## src/rtl/obstacle_gen.sv

```systemverilog
// obstacle_gen: sweeps six vertical obstacle lanes (2..7) once per frame tick,
// bouncing each segment between V_TOP and V_BOT at a level-dependent speed.
// Optional build macro OBST_LFSR_EN: segment length is re-drawn from a 16-bit
// LFSR on every top bounce; without it lengths stay at LEN_FIXED.
module obstacle_gen #(
    parameter int unsigned V_TOP      = 0,
    parameter int unsigned V_BOT      = 480,
    parameter int unsigned LEN_FIXED  = 80,
    parameter int unsigned LEN_MIN    = 40,
    parameter int unsigned SPEED_BASE = 1
) (
    input  logic       clk,
    input  logic       reset,
    input  logic       frame_tick,
    input  logic       restart,
    input  logic [9:0] level,
    output logic [9:0] bar_pos2,
    output logic [9:0] bar_pos3,
    output logic [9:0] bar_pos4,
    output logic [9:0] bar_pos5,
    output logic [9:0] bar_pos6,
    output logic [9:0] bar_pos7,
    output logic [9:0] bar_op2,
    output logic [9:0] bar_op3,
    output logic [9:0] bar_op4,
    output logic [9:0] bar_op5,
    output logic [9:0] bar_op6,
    output logic [9:0] bar_op7,
    output logic       busy,
    output logic       sweep_done
);

    localparam int unsigned N_LANES    = 6;
    localparam int unsigned PW         = 10;
    localparam int unsigned AW         = 11;
    localparam int unsigned LANE_PITCH = 40;
    localparam int unsigned LVL_MAX    = 15;

    typedef enum logic [0:0] {
        IDLE  = 1'b0,
        SWEEP = 1'b1
    } state_t;

    state_t          state, state_nxt;
    logic [2:0]      idx, idx_nxt;
    logic            busy_nxt, done_nxt;
    logic            lane_we;
    logic            spd_ld;
    logic [AW-1:0]   spd_q;
    logic [AW-1:0]   spd_new;
    logic [3:0]      lvl_sat;

    logic [PW-1:0]   pos_q [N_LANES];
    logic [PW-1:0]   op_q  [N_LANES];
    logic            dn_q  [N_LANES];

    logic [PW-1:0]   cur_pos, cur_op;
    logic            cur_dn;
    logic [AW-1:0]   sum_down;
    logic [PW-1:0]   new_pos, new_op;
    logic            new_dn;

`ifdef OBST_LFSR_EN
    logic [15:0]     lfsr_q;
`endif

    // Saturated speed for the sweep being launched
    always_comb begin
        lvl_sat = (level > 10'(LVL_MAX)) ? 4'(LVL_MAX) : level[3:0];
        spd_new = AW'(SPEED_BASE) + AW'(lvl_sat);
    end

    // Control state, lane index, speed latch and registered status flags
    always_ff @(posedge clk or posedge reset) begin
        if (reset) begin
            state      <= IDLE;
            idx        <= 3'd0;
            busy       <= 1'b0;
            sweep_done <= 1'b0;
            spd_q      <= '0;
        end else begin
            state      <= state_nxt;
            idx        <= idx_nxt;
            busy       <= busy_nxt;
            sweep_done <= done_nxt;
            if (spd_ld) spd_q <= spd_new;
        end
    end

    // Next-state logic: restart overrides everything, ticks ignored mid-sweep
    always_comb begin
        state_nxt = state;
        idx_nxt   = idx;
        busy_nxt  = 1'b0;
        done_nxt  = 1'b0;
        lane_we   = 1'b0;
        spd_ld    = 1'b0;
        if (restart) begin
            state_nxt = IDLE;
            idx_nxt   = 3'd0;
        end else begin
            case (state)
                IDLE: begin
                    if (frame_tick) begin
                        state_nxt = SWEEP;
                        idx_nxt   = 3'd0;
                        busy_nxt  = 1'b1;
                        spd_ld    = 1'b1;
                    end
                end
                SWEEP: begin
                    lane_we = 1'b1;
                    if (idx == 3'(N_LANES - 1)) begin
                        state_nxt = IDLE;
                        idx_nxt   = 3'd0;
                        done_nxt  = 1'b1;
                    end else begin
                        idx_nxt  = idx + 3'd1;
                        busy_nxt = 1'b1;
                    end
                end
                default: state_nxt = IDLE;
            endcase
        end
    end

    // Bounce/advance computation for the lane selected by idx
    always_comb begin
        cur_pos  = pos_q[idx];
        cur_op   = op_q[idx];
        cur_dn   = dn_q[idx];
        sum_down = AW'(cur_pos) + AW'(cur_op) + spd_q;
        new_pos  = cur_pos;
        new_op   = cur_op;
        new_dn   = cur_dn;
        if (cur_dn) begin
            if (sum_down >= AW'(V_BOT)) begin
                new_pos = PW'(AW'(V_BOT) - AW'(cur_op));
                new_dn  = 1'b0;
            end else begin
                new_pos = PW'(AW'(cur_pos) + spd_q);
            end
        end else begin
            if (AW'(cur_pos) <= AW'(V_TOP) + spd_q) begin
                new_pos = PW'(V_TOP);
                new_dn  = 1'b1;
`ifdef OBST_LFSR_EN
                new_op  = PW'(LEN_MIN) + PW'(lfsr_q[6:0]);
`endif
            end else begin
                new_pos = PW'(AW'(cur_pos) - spd_q);
            end
        end
    end

    // Lane storage: start layout on reset/restart, one lane written per sweep cycle
    always_ff @(posedge clk or posedge reset) begin
        if (reset) begin
            for (int i = 0; i < N_LANES; i++) begin
                pos_q[i] <= PW'(LANE_PITCH * i);
                op_q[i]  <= PW'(LEN_FIXED);
                dn_q[i]  <= ((i % 2) == 0);
            end
        end else if (restart) begin
            for (int i = 0; i < N_LANES; i++) begin
                pos_q[i] <= PW'(LANE_PITCH * i);
                op_q[i]  <= PW'(LEN_FIXED);
                dn_q[i]  <= ((i % 2) == 0);
            end
        end else if (lane_we) begin
            pos_q[idx] <= new_pos;
            op_q[idx]  <= new_op;
            dn_q[idx]  <= new_dn;
        end
    end

`ifdef OBST_LFSR_EN
    // Fibonacci LFSR, taps 16,14,13,11; advances every sweep cycle
    always_ff @(posedge clk or posedge reset) begin
        if (reset) begin
            lfsr_q <= 16'hACE1;
        end else if (lane_we) begin
            lfsr_q <= {lfsr_q[14:0], lfsr_q[15] ^ lfsr_q[13] ^ lfsr_q[12] ^ lfsr_q[10]};
        end
    end
`endif

    assign bar_pos2 = pos_q[0];
    assign bar_pos3 = pos_q[1];
    assign bar_pos4 = pos_q[2];
    assign bar_pos5 = pos_q[3];
    assign bar_pos6 = pos_q[4];
    assign bar_pos7 = pos_q[5];
    assign bar_op2  = op_q[0];
    assign bar_op3  = op_q[1];
    assign bar_op4  = op_q[2];
    assign bar_op5  = op_q[3];
    assign bar_op6  = op_q[4];
    assign bar_op7  = op_q[5];

endmodule

```

## config.mk

```make
export PLATFORM = sky130hd
export DESIGN_NAME = obstacle_gen
export DESIGN_NICKNAME = d
export VERILOG_FILES = /design/src/rtl/obstacle_gen.sv
export SDC_FILE = /design/constraint.sdc
export NUM_CORES = 1
export LEC_CHECK = 0
export CORE_MARGIN = 2
export CORE_UTILIZATION = 30
export DETAILED_ROUTE_END_ITERATION = 12
export HOLD_SLACK_MARGIN = 0.08
export PLACE_DENSITY_LB_ADDON = 0.2
export SLEW_MARGIN = 30
export SYNTH_ARGS = -nofsm -noshare
export SYNTH_HDL_FRONTEND = slang
export SYNTH_SLANG_ARGS = --single-unit
```

## constraint.sdc

```tcl
create_clock -name clk -period 5.3 [get_ports clk]
set_input_delay 1.325 -clock clk [delete_from_list [all_inputs] [get_ports clk]]
set_output_delay 1.325 -clock clk [all_outputs]
set_load 0.01 [all_outputs]
```

After elaboration in Yosys (flattened, before gate mapping)
Index checks and enable logic that the tools add are counted.
{"block": "op_classes", "muxes": 44, "n_lt_le_gt_ge": 5, "n_eq_ne": 2, "n_bitwise": 2, "reduce_logical": 2, "add_sub_neg": 7}
{"cell": "two-way mux 60 bit", "n": 4}
{"cell": "bitwise mux 60 bit", "n": 2}
{"cell": "two-way mux 10 bit", "n": 8}
{"cell": "binary-select mux 10 bit (select 3 bit)", "n": 2}
{"cell": "demux 10 bit (select 3 bit)", "n": 1}
{"cell": "two-way mux 1 bit", "n": 16}
{"cell": "two-way mux 6 bit", "n": 2}
{"cell": "adder 10 x 10 -> 11 bit", "n": 1}
{"cell": "adder 11 x 5 -> 11 bit", "n": 1}
{"cell": "greater-or-equal comparator 11 x 9 -> 1 bit, second input constant", "n": 1}
{"cell": "adder 10 x 5 -> 10 bit", "n": 1}
{"cell": "greater-than comparator 10 x 4 -> 1 bit, second input constant", "n": 1}
{"cell": "less-or-equal comparator 10 x 5 -> 1 bit", "n": 1}
{"cell": "subtractor 10 x 5 -> 10 bit", "n": 1}
{"cell": "subtractor 9 x 10 -> 10 bit, first input constant", "n": 1}
{"cell": "two-way mux 3 bit", "n": 3}
{"cell": "bitwise mux 6 bit", "n": 1}
{"cell": "case mux 3 bit (2 select lines)", "n": 1}
{"cell": "adder 1 x 4 -> 5 bit, first input constant", "n": 1}
{"cell": "greater-or-equal comparator 4 bit, second input constant", "n": 1}
{"cell": "< comparator 4 x 1 -> 1 bit, second input constant", "n": 1}
{"cell": "two-way mux 4 bit", "n": 1}
{"cell": "NOT 3 -> 4 bit", "n": 1}
{"cell": "adder 3 x 1 -> 3 bit, second input constant", "n": 1}
{"cell": "8 further kinds", "n": 8}
{"block": "word_totals", "out_inout_bits": 122, "input_bits": 14, "reg_bits": 136, "elab_cells": 84}

Longest topological paths before layout
Gate-level depths: netlist of the first run.
{"block": "logic_depth", "depth_word": 12, "ltp_mapped": 23, "mapped_depth_nobuf": 16}

Worst setup path after synthesis of the first run
No wires, ideal clock.
{"block": "synth_path", "path_kind": "reg2reg", "startpoint": "register idx[0]", "endpoint": "register pos_q (netlist bit bar_pos5[0])", "path_buffers": 6, "setup_ps": 69, "period_less_slack_ps": 5031, "slack_ps": 269, "arrival_ps": 4962, "stages_incl_launch_ff": 23, "required_ps": 5231, "cell_sequence": "dfrtp_1 buf_6 buf_6 buf_6 buf_6 buf_2 buf_1 mux2i_1 nor2_1 a21oi_1 inv_1 fa_1 ha_1 inv_1 fa_1 nor2b_1 o2111ai_1 o211ai_1 o31ai_1 mux2i_1 nor2_1 o32ai_1 a22o_1"}
{"block": "synth_between", "elab_chain_len": 12, "elab_cells_between_ends": 28, "classes_between": "add/sub: 5; order compare: 4; mux: 17; bitwise: 1; reduce/logical: 1"}
{"item": "start: declaration", "line": "45", "source": "logic [2:0] idx, idx_nxt;"}
{"item": "start signal: assignment", "line": "83", "source": "idx <= idx_nxt;"}
{"item": "NOT 3 -> 4 bit (not written as such) (*)"}
{"item": "binary-select mux 10 bit (select 3 bit) (on tied branches)", "line": "129, 130"}
{"item": "two-way mux 10 bit (on tied branches) (2 in series)", "line": "129, 130"}
{"item": "adder 10 x 10 -> 11 bit", "line": "132", "source": "sum_down = AW'(cur_pos) + AW'(cur_op) + spd_q;"}
{"item": "adder 11 x 5 -> 11 bit", "line": "132"}
{"item": "greater-or-equal comparator 11 x 9 -> 1 bit", "line": "137", "source": "if (sum_down >= AW'(V_BOT)) begin"}
{"item": "two-way mux 10 bit", "line": "137"}
{"item": "two-way mux 10 bit", "line": "136", "source": "if (cur_dn) begin"}
{"item": "bitwise mux 60 bit (*)", "line": "171", "source": "pos_q[idx] <= new_pos;"}
{"item": "two-way mux 60 bit (*)", "line": "170", "source": "end else if (lane_we) begin"}
{"item": "two-way mux 60 bit (*)", "line": "164", "source": "end else if (restart) begin"}
{"item": "end signal: indexed assignment", "line": "160", "source": "pos_q[i] <= PW'(LANE_PITCH * i);"}
{"item": "end signal: indexed assignment", "line": "166", "source": "pos_q[i] <= PW'(LANE_PITCH * i);"}
{"item": "end signal: indexed assignment", "line": "171"}
{"item": "end: declaration", "line": "53", "source": "logic [PW-1:0] pos_q [N_LANES];"}
Every way passes the cells marked *; elsewhere a longest branch is shown, timed or not. The select of a mux whose other input is x is not followed.
A chain may end at the register's enable or synchronous reset.

Worst setup path after layout of the first run
{"block": "layout_path", "startpoint": "register idx[0]", "endpoint": "register pos_q (netlist bit bar_pos5[9])"}
The elaborated chain is that of the path after synthesis.

==> reports/results.tsv, run 1 <==
metric	value	unit
status	completed	
n_diodes	0	
DP Wirelength	19800	µm
Synth area leader	dfrtp_1	
slowest CP cell	dfrtp_4	
clock transition at the registers of the reported paths	0.07	ns
vias in the first global route	6772	
min-delay src	dn_q[0]$_DFFE_PP0P_	
Max clock buf depth	2	
hold_buf cts	0	
pwr dens	256	mW/mm²
total CTS buffers	17	
number of synthesized flops with an enable pin	0	
Worst EP arrival	5.23	ns
Hold WC Path Type	reg -> reg	
CP Depth	14	
Die Area	0.0273	mm²
cell with the most instances after synthesis	dfrtp_1	
max-cap violations	0	
layout cell share with drive strength beyond 1	15.8	%
Final Hold Fails	0	
Worst path max stage delay	0.58	ns
mapped cell area	0.00780	mm²
crit-path cells	buf_12, mux4_2, nand2_1, o21ai_0, fa_1, ha_1, a21oi_1, o211ai_1, o31ai_1, mux2i_2, buf_4, o2111ai_1, a31oi_4, a22o_1	
total routed wirelength	27900	µm
1st-iter DRT viols	711	
Syn Nets	835	
Post-synth top cells	108 x dfrtp_1, 89 x nand2_1, 85 x o21ai_0	
Synth Instances	787	
met3 usage	4.65	%
Mean Syn Cell Area	9.91	µm²
initial antenna violation count	0	
post-synthesis sequential area ratio	44.1	%
area growth from synthesis to final layout	32.3	%
setup violators final	0	
num ports	136	
Die Y	165	µm
Final #Nets	989	
RR Startpoint	idx[0]$_DFFE_PP0P_	
synthesis-stage register bit count	136	
RePlAce Congestion	0.917	
first-pass GRT wire length	42300	µm
Vias	6913	
Primary FF master, synth	dfrtp_1	
grt total ovfl	0	
R2R cell count	14	
H-Tree Depth	4	
Synth cell types	71	
row count	59	
GR Util met1	29.1	%
CTS tree	built	
Port Buffers	135	
leakage power	4.25	nW
Synth top area share	34.6	%
RSZ-0062 raised after global routing	false	
Initial Util	30.3	%
reg2reg end	bar_pos5[9]$_DFFE_PP0P_	
Synth area leaders	dfrtp_1 35%, dfstp_2 9.4%, o21ai_0 5.5%, nand2_1 4.3%, ha_1 4.2%	
Worst Skew	0.0110	ns
M2 GR Usage	32.8	%
worst skew pair latency	0.43	ns
clock tree sinks	136	
CP Data Required Time	5.66	ns
crit path buf inv count	2	
Tmin final	4.87	ns
Layout Utilization	40.1	%
CP Class	reg -> reg	
Slew @ Worst Pin	1.02	ns
post-DR vias/cell	5.36	
DRT antenna net count	0	
setup_tns	0	ns
largest net degree at the start of global routing	103	
cell total after placement	1253	
CP Launch Point	idx[0]$_DFFE_PP0P_	
core area	0.0258	mm²
drt pass-1 iters	5	
total track usage	20.9	%
DR WL/cell	21.6	µm
period utilization	91.9	%
critical path peak fanout	26	
CP top delay family	compound AO/OA/AOI/OAI gates	
Hold Crit Depth	2	
fmax	205	MHz
drt drc	0	
fraction of registers with async set/reset	100	%
Setup crit end kind	flip-flop	
worst vdd ir	0.218	mV
busiest layer in global routing	met2	
Rel. slew slack	32.0	%
CTS root buffer	clkbuf_16	
YS warnings	0	
fin cells	1289	
element type at the critical path start	flip-flop	
Critical Path End	bar_pos5[9]$_DFFE_PP0P_	
Max Slew Vio Count	0	
chip width	165	µm
setup slack, reg-to-reg	0.43	ns
-- worst min path at each step --
stage	to	slack, ns
6_report	dn_q[0]$_DFFE_PP0P_	0.49
5_1_grt	bar_pos4[6]$_DFFE_PP1P_	0.52
4_1_cts	dn_q[4]$_DFFE_PP0P_	0.49
3_5_place_dp	dn_q[4]$_DFFE_PP0P_	0.47
3_3_place_gp	dn_q[4]$_DFFE_PP0P_	0.46
2_1_floorplan	dn_q[2]$_DFFE_PP0P_	0.45
-- registers in the layout, summed over array words and instances (netlist names), 6 cells and up --
signal / flops
bar_op7: 10
bar_op3: 10
bar_op4: 10
bar_op2: 10
bar_op6: 10
bar_pos7: 10
bar_pos4: 10
bar_pos2: 10
bar_pos5: 10
bar_pos3: 10
bar_pos6: 10
bar_op5: 10
dn_q: 6
-- placed cells by master, fill, tap and decap left out, drive strengths merged, types with 26 or more instances in the layout --
cell type      instances
clkdlybuf4s50        135
dfrtp                108
nand2                 89
o21ai                 88
nor2                  61
buf                   47
inv                   41
a21oi                 39
a22o                  33
mux2i                 31
dfstp                 28
ha                    26
-- what timing repair did --
item                       CTS  global route
setup endpoints to repair    0            10
gates resized for setup      0             3
buffers inserted             0             4
-- per-layer routing --
metal	wire [µm]	vias up	share of wire (%)
li1	-	3170	-
met1	12400	3429	45
met2	12900	274	46
met3	2010	40	7.2
met4	511	0	1.8
met5	0	-	0
-- cell families (layout without fill, tap and decap cells) --
| logic type | after synthesis | after routing | share of synthesized area [%] |
|---|---|---|---|
| xor+xnor | 20 | 20 | 2.25 |
| fa+ha+maj | 34 | 34 | 6.22 |
| compound gates | 246 | 246 | 22.5 |
| mux | 46 | 46 | 7.06 |
| simple gates | 222 | 222 | 13.1 |
| flops | 136 | 136 | 44.1 |
| buf+inv | 83 | 250 | 4.78 |
-- worst reg2reg max path, cell delays in order, from the launching register on --
cell       delay [ns]
dfrtp_4          0.58
buf_12           0.24
mux4_2           0.54
nand2_1          0.12
o21ai_0          0.23
fa_1             0.49
ha_1             0.35
a21oi_1          0.28
o211ai_1         0.17
o31ai_1          0.42
mux2i_2          0.43
buf_4            0.21
o2111ai_1        0.22
a31oi_4          0.37
a22o_1           0.18
-- stage by stage --
| stage | instance area [µm²] | setup slack, ns | hold WS [ns] | power, W |
|---|---|---|---|---|
| floorplan | 7800 | 0.269 | 0.450 | 0.00135 |
| global route | 10300 | 0.0211 | 0.520 | 0.00275 |
| global placement | 9700 | 0.330 | 0.461 | 0.00149 |
| CTS | 10300 | 0.254 | 0.488 | 0.00266 |
| finish | 10300 | 0.430 | 0.491 | 0.00265 |
| detailed placement | 9700 | 0.285 | 0.475 | 0.00150 |
-- power breakdown --
group | leakage, nW | switching, W | internal (W) | total, W
clock | 0.266 | 0.000506 | 0.000656 | 0.00116
sequential | 1.80 | 0.0000165 | 0.00105 | 0.00107
combinational | 2.18 | 0.000264 | 0.000151 | 0.000416
total | 4.25 | 0.000787 | 0.00186 | 0.00265
-- cell type report --
class                      instances  area, µm²
multi-input combinational        568       4020
timing repair buffer             182       1730
clock buffer                      18        429
inverter                          36        143
fill                            2521      15400
sequential                       136       3440
clock inverter                    14        138
tap                              335        419
Power figures use the tool's default switching activity.
==> inputs of run 2 (changes only) <==
==> constraint.sdc (replaced) <==
create_clock -name clk -period 5.6 [get_ports clk]
set_input_delay 1.4 -clock clk [delete_from_list [all_inputs] [get_ports clk]]
set_output_delay 1.4 -clock clk [all_outputs]
set_load 0.01 [all_outputs]
==> run 2 against run 1 <==
Combinational power is 7.7% lower; worst hold slack worse by 0.013 ns; power is 0.83% lower; critical endpoint is now bar_pos2[3]$_DFFE_PP0P_; critical path type unchanged; core utilization is 0.087 points higher; die area stayed put; sequential share of layout area is 0.073 points lower; flip-flop and latch count stayed put; register-to-register slack better by 0.04 ns; highest routed layer unchanged; largest cell class unchanged.
==> reports/results.tsv, run 2 (synthesized netlist as in run 1, its figures left out) <==
metric	value	unit	change
status	completed		unchanged
DR WL/cell	21.3	µm	was 21.6 µm
total CTS buffers	17		unchanged
setup bufs post-CTS	0		unchanged
worst skew pair latency	0.43	ns	about the same
H-Tree Depth	4		unchanged
DP Wirelength	19700	µm	was 19800 µm
Hold WC Path Type	reg -> reg		unchanged
CTS root buffer	clkbuf_16		unchanged
Final Hold Fails	0		unchanged
fmax	195	MHz	was 205 MHz
Die Y	165	µm	unchanged
fillers	2507		was 2521
RR Startpoint	idx[0]$_DFFE_PP0P_		unchanged
clock tree sinks	136		unchanged
CP Class	reg -> reg		unchanged
total routed wirelength	27400	µm	was 27900 µm
num ports	136		unchanged
Multi-input gate area	0.00401	mm²	was 0.00402 mm²
clock transition at the registers of the reported paths	0.06	ns	was 0.07 ns
slowest CP cell	dfrtp_4		unchanged
crit-path cells	mux4_2, a21oi_1, inv_1, fa_1, ha_1, inv_1, fa_1, nor2b_1, o2111ai_1, o211ai_1, xnor2_1, o32ai_2, nor2_1, a311o_1, a22o_1		was buf_12, mux4_2, nand2_1, o21ai_0, fa_1, ha_1, a21oi_1, o211ai_1, o31ai_1, mux2i_2, buf_4, o2111ai_1, a31oi_4, a22o_1
PostCTS Resize Cnt	0		unchanged
Worst Skew	0.0126	ns	was 0.0110 ns
pre-CTS setup slack	0.496	ns	was 0.285 ns
drt drc	0		unchanged
worst vdd ir	0.171	mV	was 0.218 mV
core area	0.0258	mm²	unchanged
Sequential Area	0.00344	mm²	unchanged
Slew @ Worst Pin	0.976	ns	was 1.02 ns
Worst path max stage delay	0.73	ns	was 0.58 ns
R2R cell count	15		was 14
critical path peak fanout	27		was 26
Rel. slew slack	34.6	%	was 32.0%
largest net degree at the start of global routing	97		was 103
Tmin final	5.13	ns	was 4.87 ns
Vias	6820		was 6913
crit path buf inv count	2		unchanged
area growth from synthesis to final layout	32.6	%	was 32.3%
Hold Crit Depth	2		unchanged
chip width	165	µm	unchanged
Worst EP arrival	5.43	ns	was 5.23 ns
pwr dens	254	mW/mm²	was 256 mW/mm²
grt total ovfl	0		unchanged
setup violators final	0		unchanged
leakage power	4.27	nW	was 4.25 nW
most frequent cells in the layout	135 x clkdlybuf4s50_1, 107 x dfrtp_1, 89 x nand2_1, 85 x o21ai_0, 60 x nor2_1		unchanged
CP Data Required Time	5.90	ns	was 5.66 ns
layout cell share with drive strength beyond 1	15.4	%	was 15.8%
commonest non-fill, non-tap cell in the layout	clkdlybuf4s50_1		unchanged
1st-iter DRT viols	667		was 711
hold_buf cts	0		unchanged
max-cap violations	0		unchanged
Max clock buf depth	2		unchanged
reg2reg end	bar_pos2[3]$_DFFE_PP0P_		was bar_pos5[9]$_DFFE_PP0P_
CTS tree	built		unchanged
vias in the first global route	6779		was 6772
CP top delay family	compound AO/OA/AOI/OAI gates		unchanged
DRT antenna net count	0		unchanged
Max Slew Vio Count	0		unchanged
Setup crit end kind	flip-flop		unchanged
Port Buffers	135		unchanged
setup slack, reg-to-reg	0.47	ns	was 0.43 ns
setup ws final	0.469	ns	was 0.430 ns
first-pass GRT wire length	42100	µm	was 42300 µm
total track usage	20.6	%	was 20.9%
RePlAce Congestion	0.898		was 0.917
hold path endpoint	dn_q[4]$_DFFE_PP0P_		was dn_q[0]$_DFFE_PP0P_
min-delay src	dn_q[4]$_DFFE_PP0P_		was dn_q[0]$_DFFE_PP0P_
n_diodes	0		unchanged
period utilization	91.6	%	was 91.9%
row count	59		unchanged
element type at the critical path start	flip-flop		unchanged
drt pass-1 iters	5		unchanged
initial antenna violation count	0		unchanged
Initial Util	30.3	%	unchanged
post-DR vias/cell	5.30		was 5.36
Layout Utilization	40.2	%	was 40.1%
RSZ-0062 raised after global routing	false		unchanged
setup_tns	0	ns	unchanged
Die Area	0.0273	mm²	unchanged
Final #Nets	986		was 989
-- run 2: cell type report --
type,instances,area share (%)
Multi-Input combinational cell,568,38.8
Sequential cell,136,33.3
Timing Repair Buffer,179,16.4
Clock buffer,20,4.32
Tap cell,335,4.05
Clock inverter,12,1.83
Inverter,36,1.38
-- run 2: how the worst max path moves through the flow --
| stage | startpoint | endpoint | slack (ns) | cells after the start |
|---|---|---|---|---|
| after floorplan | idx[0]$_DFFE_PP0P_ | bar_pos5[0]$_DFFE_PP0P_ | 0.57 | 22 |
| after global placement | idx[0]$_DFFE_PP0P_ | bar_pos2[3]$_DFFE_PP0P_ | 0.59 | 16 |
| after detailed placement | idx[0]$_DFFE_PP0P_ | bar_pos4[3]$_DFFE_PP0P_ | 0.50 | 15 |
| after CTS | idx[0]$_DFFE_PP0P_ | bar_pos2[3]$_DFFE_PP0P_ | 0.46 | 15 |
| after global routing | idx[0]$_DFFE_PP0P_ | bar_pos2[3]$_DFFE_PP0P_ | 0.15 | 15 |
| final | idx[0]$_DFFE_PP0P_ | bar_pos2[3]$_DFFE_PP0P_ | 0.47 | 15 |
-- run 2: power by group --
part	switching [W]	internal (W)	total (W)
Clock	0.000461	0.000765	0.00123
Sequential	0.0000185	0.000995	0.00101
Combinational	0.000242	0.000143	0.000384
-- run 2: layer usage --
| layer | global-route usage [%] | part of all wire [%] | vias up | routed length [µm] |
|---|---|---|---|---|
| li1 | - | - | 3163 | - |
| met1 | 29.1 | 46 | 3405 | 12700 |
| met2 | 32.6 | 47 | 220 | 12800 |
| met3 | 3.97 | 5.5 | 32 | 1520 |
| met4 | 4.90 | 1.4 | 0 | 389 |
| met5 | 0 | 0 | - | 0 |
-- run 2: metrics by stage --
step	hold WS, ns	instances	power [W]	instance area [µm²]
floorplan	0.450	787	0.00127	7800
finish	0.477	1286	0.00262	10300
detailed placement	0.471	1254	0.00141	9700
global route	0.514	1286	0.00272	10300
CTS	0.483	1286	0.00264	10300
global placement	0.464	1254	0.00141	9700
-- run 2: worst min-delay path, stage by stage (launching register included) --
cell and delay [ns]:
dfrtp_1 0.34, nand2_1 0.05, o21ai_0 0.06
